===== src/rtl/xm_axis_pkt_gen.sv =====
// xm_axis_pkt_gen: per-lane AXIS frame source for MAC transmit bring-up.
// Emits frame_num frames of frame_len bytes (byte k = seed + k), paced by an
// inter-frame gap and throttled by the number of frames awaiting a response.
// Ports:
//   clk_i, rst_n_i              lane tx_user_clk, async active-low reset
//   start_i, stop_i             run control pulses
//   frame_len_i, frame_num_i,
//   gap_i, seed_i, err_inject_i run configuration (captured on start)
//   tx_data_o/vldb_o/valid_o/
//   ready_i/last_o/user_o       AXIS transmit beat
//   tx_rsp_valid_i, tx_status_i per-frame response (1 = OK)
//   busy_o, done_o, spurious_o  status
//   sent_cnt_o, ok_cnt_o,
//   err_cnt_o                   wrapping 32-bit counters
module xm_axis_pkt_gen #(
  parameter int MAX_OUTSTANDING = 4,
  parameter int LEN_W           = 16
) (
  input  logic             clk_i,
  input  logic             rst_n_i,
  input  logic             start_i,
  input  logic             stop_i,
  input  logic [LEN_W-1:0] frame_len_i,
  input  logic [31:0]      frame_num_i,
  input  logic [7:0]       gap_i,
  input  logic [7:0]       seed_i,
  input  logic             err_inject_i,
  output logic [31:0]      tx_data_o,
  output logic [1:0]       tx_vldb_o,
  output logic             tx_valid_o,
  input  logic             tx_ready_i,
  output logic             tx_last_o,
  output logic             tx_user_o,
  input  logic             tx_rsp_valid_i,
  input  logic             tx_status_i,
  output logic             busy_o,
  output logic             done_o,
  output logic             spurious_o,
  output logic [31:0]      sent_cnt_o,
  output logic [31:0]      ok_cnt_o,
  output logic [31:0]      err_cnt_o
);

  localparam logic [2:0] S_IDLE = 3'd0;
  localparam logic [2:0] S_LOAD = 3'd1;
  localparam logic [2:0] S_SEND = 3'd2;
  localparam logic [2:0] S_GAP  = 3'd3;
  localparam logic [2:0] S_WAIT = 3'd4;
  localparam logic [2:0] S_DONE = 3'd5;

  localparam logic [3:0] MAX_O = 4'(MAX_OUTSTANDING);

  logic [2:0]       state_q, state_d;
  logic [LEN_W-1:0] len_q, len_d, rem_q, rem_d;
  logic [31:0]      num_q, num_d, sent_q, sent_d, ok_q, ok_d, err_q, err_d;
  logic [7:0]       gap_q, gap_d, gcnt_q, gcnt_d, seed_q, seed_d, off_q, off_d;
  logic [3:0]       out_q, out_d;
  logic             stop_q, stop_d, user_q, user_d, spur_q, spur_d;

  logic        in_send, is_last, hs, last_hs, rsp, spur_now, rsp_cnt;
  logic        stop_pend, credit, run_done;
  logic [3:0]  out_nxt;
  logic [31:0] sent_inc;

  assign in_send   = (state_q == S_SEND);
  assign is_last   = (rem_q <= LEN_W'(4));
  assign hs        = in_send && tx_ready_i;
  assign last_hs   = hs && is_last;
  assign rsp       = tx_rsp_valid_i && (state_q != S_IDLE);
  // A response with nothing outstanding is only legal if a frame closes in
  // the same cycle; otherwise it is flagged and not counted.
  assign spur_now  = rsp && (out_q == 4'd0) && !last_hs;
  assign rsp_cnt   = rsp && !spur_now;
  assign stop_pend = stop_q || stop_i;
  assign sent_inc  = sent_q + 32'd1;
  assign run_done  = (num_q != 32'd0) && (sent_inc == num_q);

  always_comb begin
    out_nxt = out_q;
    if (last_hs && !rsp_cnt)      out_nxt = out_q + 4'd1;
    else if (!last_hs && rsp_cnt) out_nxt = out_q - 4'd1;
  end

  // Credit is judged on the count as it will stand next cycle.
  assign credit = (out_nxt < MAX_O);

  always_comb begin
    state_d = state_q;
    len_d   = len_q;
    rem_d   = rem_q;
    num_d   = num_q;
    gap_d   = gap_q;
    gcnt_d  = gcnt_q;
    seed_d  = seed_q;
    off_d   = off_q;
    stop_d  = stop_q || stop_i;
    user_d  = user_q;
    spur_d  = spur_q || spur_now;
    out_d   = out_nxt;
    sent_d  = last_hs ? sent_inc : sent_q;
    ok_d    = (rsp_cnt && tx_status_i)  ? ok_q + 32'd1  : ok_q;
    err_d   = (rsp_cnt && !tx_status_i) ? err_q + 32'd1 : err_q;

    case (state_q)
      S_IDLE, S_DONE: begin
        if (start_i) begin
          len_d   = (frame_len_i == '0) ? LEN_W'(1) : frame_len_i;
          num_d   = frame_num_i;
          gap_d   = gap_i;
          seed_d  = seed_i;
          sent_d  = '0;
          ok_d    = '0;
          err_d   = '0;
          out_d   = '0;
          spur_d  = 1'b0;
          state_d = S_LOAD;
        end
      end
      S_LOAD: begin
        rem_d   = len_q;
        off_d   = '0;
        user_d  = err_inject_i;
        stop_d  = 1'b0;
        state_d = S_SEND;
      end
      S_SEND: begin
        if (hs && !is_last) begin
          rem_d = rem_q - LEN_W'(4);
          off_d = off_q + 8'd4;
        end else if (last_hs) begin
          if (run_done || stop_pend) begin
            state_d = S_WAIT;
          end else if (gap_q != 8'd0) begin
            gcnt_d  = gap_q;
            state_d = S_GAP;
          end else if (credit) begin
            rem_d  = len_q;
            off_d  = '0;
            user_d = err_inject_i;
          end else begin
            // zero-length gap doubles as a wait for response credit
            gcnt_d  = '0;
            state_d = S_GAP;
          end
        end
      end
      S_GAP: begin
        if (stop_pend) begin
          state_d = S_WAIT;
        end else if (gcnt_q <= 8'd1 && credit) begin
          rem_d   = len_q;
          off_d   = '0;
          user_d  = err_inject_i;
          state_d = S_SEND;
        end else if (gcnt_q != 8'd0) begin
          gcnt_d = gcnt_q - 8'd1;
        end
      end
      S_WAIT: begin
        if (out_q == 4'd0) state_d = S_DONE;
      end
      default: state_d = S_IDLE;
    endcase
  end

  always_ff @(posedge clk_i or negedge rst_n_i) begin
    if (!rst_n_i) begin
      state_q <= S_IDLE;
      len_q   <= '0;
      rem_q   <= '0;
      num_q   <= '0;
      gap_q   <= '0;
      gcnt_q  <= '0;
      seed_q  <= '0;
      off_q   <= '0;
      out_q   <= '0;
      stop_q  <= 1'b0;
      user_q  <= 1'b0;
      spur_q  <= 1'b0;
      sent_q  <= '0;
      ok_q    <= '0;
      err_q   <= '0;
    end else begin
      state_q <= state_d;
      len_q   <= len_d;
      rem_q   <= rem_d;
      num_q   <= num_d;
      gap_q   <= gap_d;
      gcnt_q  <= gcnt_d;
      seed_q  <= seed_d;
      off_q   <= off_d;
      out_q   <= out_d;
      stop_q  <= stop_d;
      user_q  <= user_d;
      spur_q  <= spur_d;
      sent_q  <= sent_d;
      ok_q    <= ok_d;
      err_q   <= err_d;
    end
  end

  // Byte lanes: only bytes still inside the frame carry pattern, the rest are 0.
  for (genvar b = 0; b < 4; b++) begin : g_byte
    assign tx_data_o[8*b +: 8] = (in_send && (LEN_W'(b) < rem_q)) ?
                                 (seed_q + off_q + 8'(b)) : 8'd0;
  end

  assign tx_vldb_o  = !in_send ? 2'd0 : (is_last ? 2'(rem_q - LEN_W'(1)) : 2'd3);
  assign tx_valid_o = in_send;
  assign tx_last_o  = in_send && is_last;
  assign tx_user_o  = in_send && is_last && user_q;
  assign busy_o     = (state_q != S_IDLE) && (state_q != S_DONE);
  assign done_o     = (state_q == S_DONE);
  assign spurious_o = spur_q;
  assign sent_cnt_o = sent_q;
  assign ok_cnt_o   = ok_q;
  assign err_cnt_o  = err_q;

endmodule


===== config.mk =====
export PLATFORM = sky130hd
export DESIGN_NAME = xm_axis_pkt_gen
export DESIGN_NICKNAME = d
export VERILOG_FILES = /design/src/rtl/xm_axis_pkt_gen.sv
export SDC_FILE = /design/constraint.sdc
export NUM_CORES = 1
export LEC_CHECK = 0
export CAP_MARGIN = 20
export CELL_PAD_IN_SITES_DETAIL_PLACEMENT = 1
export CELL_PAD_IN_SITES_GLOBAL_PLACEMENT = 2
export CORE_MARGIN = 8
export CORE_UTILIZATION = 35
export DETAILED_ROUTE_END_ITERATION = 6
export PLACE_DENSITY = 0.84
export RECOVER_POWER = 50
export SLEW_MARGIN = 20
export SYNTH_ARGS = -nofsm -noshare
export SYNTH_HDL_FRONTEND = slang
export SYNTH_SLANG_ARGS = --single-unit
export TNS_END_PERCENT = 5

===== constraint.sdc =====
create_clock -name clk_i -period 9.4 [get_ports clk_i]
set_input_delay 2.35 -clock clk_i [delete_from_list [all_inputs] [get_ports clk_i]]
set_output_delay 2.35 -clock clk_i [all_outputs]
set_load 0.005 [all_outputs]

== Yosys cells after proc, flatten, opt, wreduce, memory -nomap -nowiden ==
Cells that the tools add are included.

* Register bits after elaboration: 202

* Add/sub/neg operators: 13
* Order comparisons: 7
* Equality and inequality tests: 25
* Muxes and demuxes: 66
* Reductions and logical operators: 43

{| class="wikitable"
|+ Operator list
! kind !! count
|-
| $mux W32 || 9
|-
| $mux W8 || 19
|-
| $mux W16 || 8
|-
| $add A32 B1 Y32 const B || 3
|-
| $pmux W16 S3 || 1
|-
| $eq A32 B32 Y1 || 1
|-
| $lt A1 B16 Y1 const A || 2
|-
| $lt A2 B16 Y1 const A || 2
|-
| $reduce_bool A32 Y1 || 1
|-
| $mux W3 || 9
|-
| $pmux W8 S3 || 1
|-
| $logic_and A1 B1 Y1 || 20
|-
| $ne A2 B2 Y1 const B || 9
|-
| $add A8 B2 Y8 const B || 2
|-
| $le A16 B3 Y1 const B || 1
|-
| $logic_not A16 Y1 || 1
|-
| $mux W4 || 4
|-
| $pmux W8 S2 || 1
|-
| $reduce_and A8 Y1 || 2
|-
| $reduce_bool A8 Y1 || 2
|-
| $sub A16 B3 Y16 const B || 1
|-
| $pmux W3 S5 || 1
|-
| $ne A3 B3 Y1 const B || 4
|-
| $mux W1 || 10
|-
| 28 further kinds || 40
|}

== Longest topological paths before layout ==
Gate-level depths: netlist of run 1.

* Depth in word-level cells: 17
* Gate-level depth with buffers: 14

== Worst setup path before layout of run 1 ==
OpenSTA, ideal clock, no wires.

* Kind: input to register
* From: input tx_rsp_valid_i
* To: register rem_q[13]
* Setup time: 0.121 ns
* Arrival: 4.752 ns
* Path slack: 4.527 ns
* Cell stages on the path: 11
* Buffers on the path: 2
* Cells stage by stage: o31ai_1 > clkbuf_1 > nand2_1 > nor4_1 > a31oi_1 > a211o_1 > or4_4 > a2111oi_4 > buf_6 > o21ai_1 > a22o_1

* Cells in the longest elaborated chain, start to end: 12
* Elaborated cells between the ends (all ways): 15
* Classes of those cells: order compare: 1; eq/ne: 2; mux: 2; reduce/logical: 10

{| class="wikitable"
|+ RTL lines
! what !! RTL line !! source
|-
| start: declaration || 34 || <nowiki>input logic tx_rsp_valid_i,</nowiki>
|-
| $logic_and A1 B1 Y1 * || 69 || <nowiki>assign rsp = tx_rsp_valid_i && (state_q != S_IDLE);</nowiki>
|-
| $logic_and A1 B1 Y1 (2 in a row) || 72 || <nowiki>assign spur_now = rsp && (out_q == 4'd0) && !last_hs;</nowiki>
|-
| $logic_not A1 Y1 || 73 || <nowiki>assign rsp_cnt = rsp && !spur_now;</nowiki>
|-
| $logic_and A1 B1 Y1 * || 73 ||
|-
| $logic_and A1 B1 Y1 / $logic_not A1 Y1 (equally long branches) || 81, 80 ||
|-
| $mux W4 / $logic_and A1 B1 Y1 (equally long branches) || 81, 80 ||
|-
| $mux W4 * || 80 || <nowiki>if (last_hs && !rsp_cnt) out_nxt = out_q + 4'd1;</nowiki>
|-
| $lt A4 B3 Y1 * || 85 || <nowiki>assign credit = (out_nxt < MAX_O);</nowiki>
|-
| $logic_and A1 B1 Y1 || 150 || <nowiki>end else if (gcnt_q <= 8'd1 && credit) begin</nowiki>
|-
| $ne A2 B2 Y1 (no source line) || -- ||
|-
| $reduce_and A7 Y1 (no source line) * || -- ||
|-
| end signal: assignment || 186 || <nowiki>rem_q <= rem_d;</nowiki>
|-
| end: declaration || 54 || <nowiki>logic [LEN_W-1:0] len_q, len_d, rem_q, rem_d;</nowiki>
|}

Every way passes the cells marked *; elsewhere a longest branch is shown, timed or not.
A chain may end at the register's enable or synchronous reset.

==> impl.org, run 1 <==
** Logic synthesis
- The synthesized design contains 0 enable-type register cells.
- After technology mapping, the gate count stands at roughly 1,300.
- Sequential cells were found to cover approximately 43% of the synthesized design area.
- In the post-synthesis netlist, the biggest area contributors are sky130_fd_sc_hd__dfrtp_1 (43%), sky130_fd_sc_hd__mux2_2 (6.3%), sky130_fd_sc_hd__xnor2_1 (6.2%).
- After synthesis, the share of flip-flops with an asynchronous set or reset is 100%.
- Commonest cells post-synth :: sky130_fd_sc_hd__dfrtp_1 (200), sky130_fd_sc_hd__nor2_1 (174), sky130_fd_sc_hd__nand2_1 (97)
- Nets in the synthesized netlist :: 1,361
- Summing every instance area after synthesis gives between 0.01 and 0.015 mm^2.
- Yosys printed 0 warnings.
- Number of flip-flops and latches in the synthesized netlist :: 200
- A synthesized cell averages a little over 9 um^2.
- For this run, the leading register cell type out of synthesis is sky130_fd_sc_hd__dfrtp_1.
- Summed over all instances, the cell type with the most area after synthesis is sky130_fd_sc_hd__dfrtp_1.
- By instance count, the leading cell after synthesis is sky130_fd_sc_hd__dfrtp_1.
- Number of different library cells in the post-synthesis netlist :: 74
- Share of the synthesized area in the top cell type :: 42.7%

** Detailed routing
- Detail-routed net length per standard cell :: roughly 20 um
- Final routed wirelength across all metal layers :: ~38,000 um
- Routed via count :: just over 10,000
- Via count normalized by instance count :: between 5 and 6
- DR pass1 iterations :: 5
- Number of design rule violations left after detail routing :: 0
- The detail route stage leaves a number of antenna-violating nets equal to 0.
- DRC marker count from the first detailed-route iteration :: 619

** Clock tree
- TritonCTS built the clock tree.
- CTS clk-pin slew, worst paths :: 70 ps
- In this run the post-CTS setup repair buffer count came out at 0.
- The root buffer cell chosen for the clock tree is sky130_fd_sc_hd__clkbuf_16.
- Total of cells resized after clock tree synthesis :: 0
- Worst-skew pair later-pin latency :: ~460 ps
- Count of H-tree levels built during CTS :: 4
- Buffers inserted during clock tree synthesis total 17.
- In this run the deepest clock path goes through 2 buffers.
- Number of sinks driven by the clock tree :: 200
- Hold-fix buffers, CTS :: 0

** Placed design
- Summing all placed instances gives a cell area of about 0.014 mm^2.
- # placed instances :: 1,868
- HPWL after DPL :: 27,500 um
- In this run the tool buffered the top-level ports with 207 buffer cells.
- Before CTS, the worst setup slack after placement is around 3200 ps.
- Global placement routability congestion :: around 0.8

** Floorplanning
- Pin placement for this block handled approximately 210 I/O pins.
- Overall die height :: approximately 200 um
- The floorplan step defined a die boundary enclosing ~0.040 mm^2.
- In this run the standard cell core region covers about 0.033 mm^2.
- Measured along the x axis, the die boundary spans approximately 200 um.
- In this run the core area contains 67 standard-cell rows.
- The initial utilization of the core area, before any placement, comes to 35.2%.

** Worst setup path
- Walking the worst path, the cells encountered are clkbuf_1 > clkbuf_2.
- Data arrives at the worst endpoint at 6600 ps.
- In this run the worst path has a maximum fanout of 74.
- STA classifies the critical path endpoint as an async pin.
- The worst setup path is launched from an input port.
- Critical Setup Path Class :: in2async
- Slowest Stage Delay on Critical Path :: 2450 ps
- CP bufs+invs :: 2
- Cell family with the largest share of critical-path delay :: buffers and inverters
- Slowest cell on the critical path :: sky130_fd_sc_hd__clkbuf_1
- For the worst setup path, the data required time is about 9600 ps.

** STA
- Setup slack on the critical path of the routed design comes to approximately 3000 ps.
- Derived from the worst setup path, the maximum achievable clock frequency is about 160 MHz.
- Unrepaired setup endpoints after global routing :: no
- Post-route clock period utilization :: approximately 68%
- Final Slew Violations :: about 230
- Setup violations remaining at the end of the flow were counted as 0.
- Across the routed clock network, the largest skew measured is between 15 and 20 ps.
- Hold is met by about 510 ps.
- Final hold viol count :: 0
- Worst Tran Pin Value :: 3550 ps
- The worst pin sits at a relative slew slack of -136%.
- After layout, the minimum clock period comes to between 6000 and 7000 ps.
- Post-Route Setup TNS :: 0 ps

** Power
- Areal power density over the cells :: between 200 and 250 mW/mm^2
- Peak supply drop :: 170 uV
- Leak pwr :: approximately 5.9 nW

** Final layout
- Number of nets at the end of the flow :: between 1,500 and 2,000
- Number of non-filler instances in the completed layout :: 1,898
- Final standard cell area without fillers :: 0.0148 mm^2
- Layout cell share with drive strength beyond 1 :: roughly 8.9%
- Area growth syn-to-layout :: 26.5%
- Antenna Diode Count :: 0

** Status
- The run finished, with violations left.
- The final reports fail on capacitance limit, slew limit.

** Global routing
- Vias in the first global route :: 10,700
- Number of antenna violations at the first check in global routing :: 3
- Pin count of the biggest net entering global routing :: 85
- Overflow after GRT :: 0
- Global-route wire length before repair :: 61,300 um
- Global routing consumed, over all layers together, approximately 19% of the routing resources.

** Job
- The tool flagged a number of max-cap violations equal to 4.

** Worst hold path
- Hold Crit Class :: reg2reg
flip-flops by register name (all words and copies together), names as in the netlist, 3 cells and up:
name / count
off_q: 6
rem_q: 16
seed_q: 8
gcnt_q: 8
out_q: 4
state_q: 3
ok_cnt_o: 32
sent_cnt_o: 32
err_cnt_o: 32
len_q: 16
num_q: 32
gap_q: 8
cells in the final DEF, fill, tap and decap left out, types with 7 or more instances in the layout:
| cell type | instances |
|---|---|
| sky130_fd_sc_hd__a211oi_1 | 7 |
| sky130_fd_sc_hd__a21oi_1 | 51 |
| sky130_fd_sc_hd__a22o_1 | 8 |
| sky130_fd_sc_hd__a22oi_1 | 7 |
| sky130_fd_sc_hd__and2_1 | 7 |
| sky130_fd_sc_hd__and3_1 | 28 |
| sky130_fd_sc_hd__clkbuf_16 | 17 |
| sky130_fd_sc_hd__clkdlybuf4s50_1 | 157 |
| sky130_fd_sc_hd__dfrtp_1 | 200 |
| sky130_fd_sc_hd__dlygate4sd3_1 | 49 |
| sky130_fd_sc_hd__ha_1 | 21 |
| sky130_fd_sc_hd__inv_1 | 40 |
| sky130_fd_sc_hd__mux2_2 | 65 |
| sky130_fd_sc_hd__mux2i_1 | 8 |
| sky130_fd_sc_hd__nand2_1 | 97 |
| sky130_fd_sc_hd__nand2b_1 | 8 |
| sky130_fd_sc_hd__nand3_1 | 47 |
| sky130_fd_sc_hd__nand4_1 | 21 |
| sky130_fd_sc_hd__nor2_1 | 173 |
| sky130_fd_sc_hd__nor2b_1 | 13 |
| sky130_fd_sc_hd__nor3_1 | 30 |
| sky130_fd_sc_hd__nor4_1 | 30 |
| sky130_fd_sc_hd__o21ai_0 | 59 |
| sky130_fd_sc_hd__o22ai_1 | 8 |
| sky130_fd_sc_hd__o2bb2ai_1 | 7 |
| sky130_fd_sc_hd__o31ai_1 | 8 |
| sky130_fd_sc_hd__or3_1 | 33 |
| sky130_fd_sc_hd__xnor2_1 | 83 |
| sky130_fd_sc_hd__xor2_1 | 55 |
path summary, 6_finish.rpt:
| path | start | end | slack [ps] | depth (start not counted) |
|---|---|---|---|---|
| min in group asynchronous | rst_n_i | num_q[16]$_DFFE_PN0P_ | 3100 | 1 |
| setup / recovery | rst_n_i | gcnt_q[4]$_DFFE_PN0P_ | 2990 | 2 |
| setup reg to reg | state_q[0]$_DFFE_PN0P_ | off_q[6]$_DFFE_PN0P_ | 4320 | 10 |
| hold reg to reg | rem_q[14]$_DFFE_PN0P_ | rem_q[14]$_DFFE_PN0P_ | 510 | 1 |
| hold / removal | rem_q[14]$_DFFE_PN0P_ | rem_q[14]$_DFFE_PN0P_ | 510 | 1 |
| max in group clk_i | state_q[0]$_DFFE_PN0P_ | tx_data_o[4] | 3450 | 7 |
cell families (layout without fill, tap and decap cells):
group | Yosys count | count (layout) | share of synthesized area, %
AND/OR/NAND/NOR | 522 | 522 | 22.0
AO/OA/AOI/OAI | 213 | 213 | 12.3
flip-flops | 200 | 200 | 42.7
XOR/XNOR | 138 | 138 | 10.3
buffers and inverters | 101 | 283 | 3.45
multiplexers | 73 | 73 | 6.93
adder cells (fa/ha/maj) | 21 | 21 | 2.24
per-stage QoR:
stage / power (mW) / util [%]
3_5_place_dp: 2.81 / 42.6
2_1_floorplan: 2.28 / -
5_1_grt: 3.90 / 44.5
3_3_place_gp: 2.77 / 42.5
6_report: 3.65 / 44.5
4_1_cts: 3.69 / 44.5
layout make-up:
type	count	area [um^2]
Clock inverter	12	223
Timing Repair Buffer	213	2110
Clock buffer	18	439
Inverter	40	150
Multi-Input combinational cell	967	6320
Tap cell	448	561
Fill cell	3805	18500
Sequential cell	200	5000
power by group:
part / switching (mW) / leakage (nW) / total, mW / internal, mW
registers: 0.254 / 2.59 / 1.33 / 1.08
logic: 0.773 / 3.03 / 1.46 / 0.683
clock network: 0.352 / 0.324 / 0.856 / 0.505
total: 1.38 / 5.95 / 3.65 / 2.27
per-layer routing:
layer,vias to the layer above,track usage [%],routed length (um)
met5,-,0,38
met4,6,4.80,504
met3,36,4.40,1700
met2,177,31.9,18100
met1,5226,25.4,17300
li1,4807,-,-
Note: power is estimated with default switching activity, not from simulation.
==> run 2: changes to the inputs <==
--- a/config.mk
+++ b/config.mk
@@ -9,9 +9,9 @@
 export CELL_PAD_IN_SITES_DETAIL_PLACEMENT = 1
 export CELL_PAD_IN_SITES_GLOBAL_PLACEMENT = 2
 export CORE_MARGIN = 8
-export CORE_UTILIZATION = 35
+export CORE_UTILIZATION = 30
 export DETAILED_ROUTE_END_ITERATION = 6
-export PLACE_DENSITY = 0.84
+export PLACE_DENSITY = 0.76
 export RECOVER_POWER = 50
 export SLEW_MARGIN = 20
 export SYNTH_ARGS = -nofsm -noshare
==> constraint.sdc (replaced) <==
create_clock -name clk_i -period 5.7 [get_ports clk_i]
set_input_delay 1.425 -clock clk_i [delete_from_list [all_inputs] [get_ports clk_i]]
set_output_delay 1.425 -clock clk_i [all_outputs]
set_load 0.005 [all_outputs]
==> impl.org, run 2 (same netlist as run 1, synthesis figures left out) <==
** Worst setup path
- STA classifies the critical path endpoint as an output pin.
- In this run the critical register-to-register path is captured at gcnt_q[1]$_DFFE_PN0P_.
- CP Data Required Time :: approximately 4300 ps
- Critical Setup Path Class :: reg2out
- The number of cells on the worst reg-to-reg path is 11.
- Critical path origin :: rem_q[6]$_DFFE_PN0P_
- Along the worst path, the maximum fanout reaches 9.
- Across all register-to-register paths, the minimum setup slack is ~1200 ps.
- The startpoint identified for the worst register-to-register timing path is sent_cnt_o[0]$_DFF_PN0_.
- Setup crit start kind :: flip-flop
- Data on the critical path arrives at its endpoint at roughly 3600 ps.

** Final layout
- Commonest cells after routing, fill and taps aside :: sky130_fd_sc_hd__dfrtp_1 (200), sky130_fd_sc_hd__nor2_1 (173), sky130_fd_sc_hd__clkdlybuf4s50_1 (141)
- Most common cell after layout, fill and taps aside :: sky130_fd_sc_hd__dfrtp_1
- Of the cells placed in the final design, the portion with a size suffix greater than 1 is about a tenth.
- Area of the multi-input gates :: 0.00631 mm^2
- # fillers :: around 4,500
- Area growth syn-to-layout :: 27.7%
- 0 antenna diodes ended up in the layout.
- After the last flow step, the layout net total stands at between 1,500 and 2,000.
- Summing all flip-flop and latch instances after layout gives roughly 0.0050 mm^2.

** Global routing
- For this run the aggregate overflow at the end of global routing stands at 0.
- Pin count of the biggest net entering global routing :: a little over 80
- Across every metal layer, demand over resource in global routing totals ~17%.
- Global-route wire length before repair :: 61,600 um
- Number of antenna violations at the first check in global routing :: 2
- Vias in the first global route :: about 11,000

** Floorplanning
- The floorplan has 72 rows.
- Standard cell core area :: just under 0.04 mm^2
- IO Count :: roughly 210
- From bottom edge to top edge, the die measures approximately 210 um.
- For this configuration, the core starts out at a cell density of between 30 and 40%.
- Overall die width :: ~210 um
- The die covers 0.0456 mm^2.

** Detailed routing
- Summing over every cut layer, the via total after detailed routing is 10,100.
- Before antenna repair, the detailed router went through 4 iterations.
- After detailed routing, the total wire length is about 39,000 um.
- The detail route stage leaves a number of antenna-violating nets equal to 0.
- Via count normalized by instance count :: between 5 and 6
- After detailed routing, the number of remaining DRC violations is 0.
- The first routing iteration left roughly 580 violations.
- Detail-routed net length per standard cell :: just under 20 um

** STA
- Setup violations remaining at the end of the flow were counted as 0.
- For the pin with the worst max-slew slack, the measured transition is a little over 3000 ps.
- Max Clk Rate :: approximately 200 MHz
- Summed over all failing endpoints, the final setup total negative slack is 0 ps.
- Unrepaired setup endpoints after global routing :: no
- Final Slew Violations :: roughly 140
- For the final database, setup skew stands at between 10 and 15 ps.
- Post-layout min period :: 5000 ps
- Of the available clock period, the critical path in the final layout requires 87.8%.
- Post-route setup slack :: approximately 700 ps
- Max_slew headroom :: -106%
- The final hold violation count is 0.

** Clock tree
- CTS buffer count :: 17
- Total of cells resized after clock tree synthesis :: 0
- The clock tree synthesis step divided the H-tree into 4 levels.
- CTS clk-pin slew, worst paths :: roughly 80 ps
- CTS tree :: built
- Number of sinks driven by the clock tree :: 200
- The later pin in the worst-skew pair is clocked with a latency of approximately 450 ps.
- Worst-case clock buffer depth :: 2
- Hold-fix buffers, CTS :: 0
- Once the clock tree was built, the setup fixing pass inserted 0 buffers.
- Clock tree synthesis selected as its root buffer the cell sky130_fd_sc_hd__clkbuf_16.

** Power
- Part of the total power dissipated in sequential elements :: a little under two fifths
- Switching share of power :: about two fifths
- In this run the static leakage power is slightly above 6 nW.
- Dividing total power by cell area gives a power density of between 300 and 400 mW/mm^2.
- The worst-case IR drop observed on VDD is between 150 and 200 uV.
- Logic gate share of total power :: 42.4%
- Reported net switching power :: ~2.3 mW
- Clock group share of total power :: around a fifth
- Internal power comes to 3.58 mW.
- Summing internal, switching and leakage power gives around 6 mW.

** Placed design
- Port Buffer Count :: approximately 210
- Global placement routability congestion :: approximately 0.83
- Once detailed placement completed, the half-perimeter wirelength came to between 20,000 and 30,000 um.
- Pre-CTS setup slack :: 752 ps

** Worst hold path
- Worst hold start :: gcnt_q[7]$_DFFE_PN0P_
- The worst hold path belongs to the class reg2reg.
- Along the worst hold path, the cell count comes to 1.
- Hold Path Sink :: gcnt_q[7]$_DFFE_PN0P_

** Status
- Result of the run :: finished, violations left
- The checks that failed: capacitance limit, slew limit.

** Job
- Max_cap viols :: 3
-- run 2: metrics by stage --
| step | hold slack, ps | std cells | util (%) | cell area [um^2] |
|---|---|---|---|---|
| after floorplan | 448 | 1268 | - | 11700 |
| after global routing | 529 | 1986 | 38.8 | 15000 |
| final | 499 | 1986 | 38.8 | 15000 |
| after CTS | 498 | 1986 | 38.8 | 15000 |
| after detailed placement | 474 | 1954 | 37.4 | 14400 |
| after global placement | 468 | 1954 | 37.3 | 14400 |
-- run 2: cell type report --
cell class / instances / share of cell area [%]
clock buffer: 19 / 2.90
clock inverter: 13 / 0.904
inverter: 40 / 1.00
multi-input combinational: 967 / 42.2
sequential: 200 / 33.5
tap: 518 / 4.33
timing repair buffer: 229 / 15.2
-- run 2: worst max path at each step --
stage,to,depth (start not counted)
after floorplan,rem_q[13]$_DFFE_PN0P_,11
after global placement,rem_q[6]$_DFFE_PN0P_,8
after detailed placement,rem_q[4]$_DFFE_PN0P_,8
after CTS,tx_data_o[7],7
after global routing,tx_data_o[7],7
final,tx_data_o[7],7
-- run 2: routing by layer --
layer | wire, um | track usage [%]
met4 | 621 | 4.94
met1 | 18500 | 23.1
met5 | 20 | 0
met3 | 1860 | 4.28
met2 | 17900 | 26.8
-- run 2: power groups by stage --
| stage | Clock (mW) | Combinational (mW) | Sequential (mW) |
|---|---|---|---|
| after floorplan | 0 | 1.72 | 2.04 |
| after global placement | 0 | 2.49 | 2.19 |
| after detailed placement | 0 | 2.54 | 2.20 |
| after CTS | 1.29 | 2.56 | 2.18 |
| after global routing | 1.33 | 2.78 | 2.23 |
| final | 1.24 | 2.51 | 2.17 |
-- run 2: worst max-delay path, stage by stage, from the launching register on --
cell	delay [ps]
sky130_fd_sc_hd__dfrtp_1	400
sky130_fd_sc_hd__nor3_1	560
sky130_fd_sc_hd__and3_1	320
sky130_fd_sc_hd__nand2b_1	230
sky130_fd_sc_hd__o21ai_1	700
sky130_fd_sc_hd__o21a_1	370
sky130_fd_sc_hd__nor2_1	80
sky130_fd_sc_hd__clkdlybuf4s50_1	460
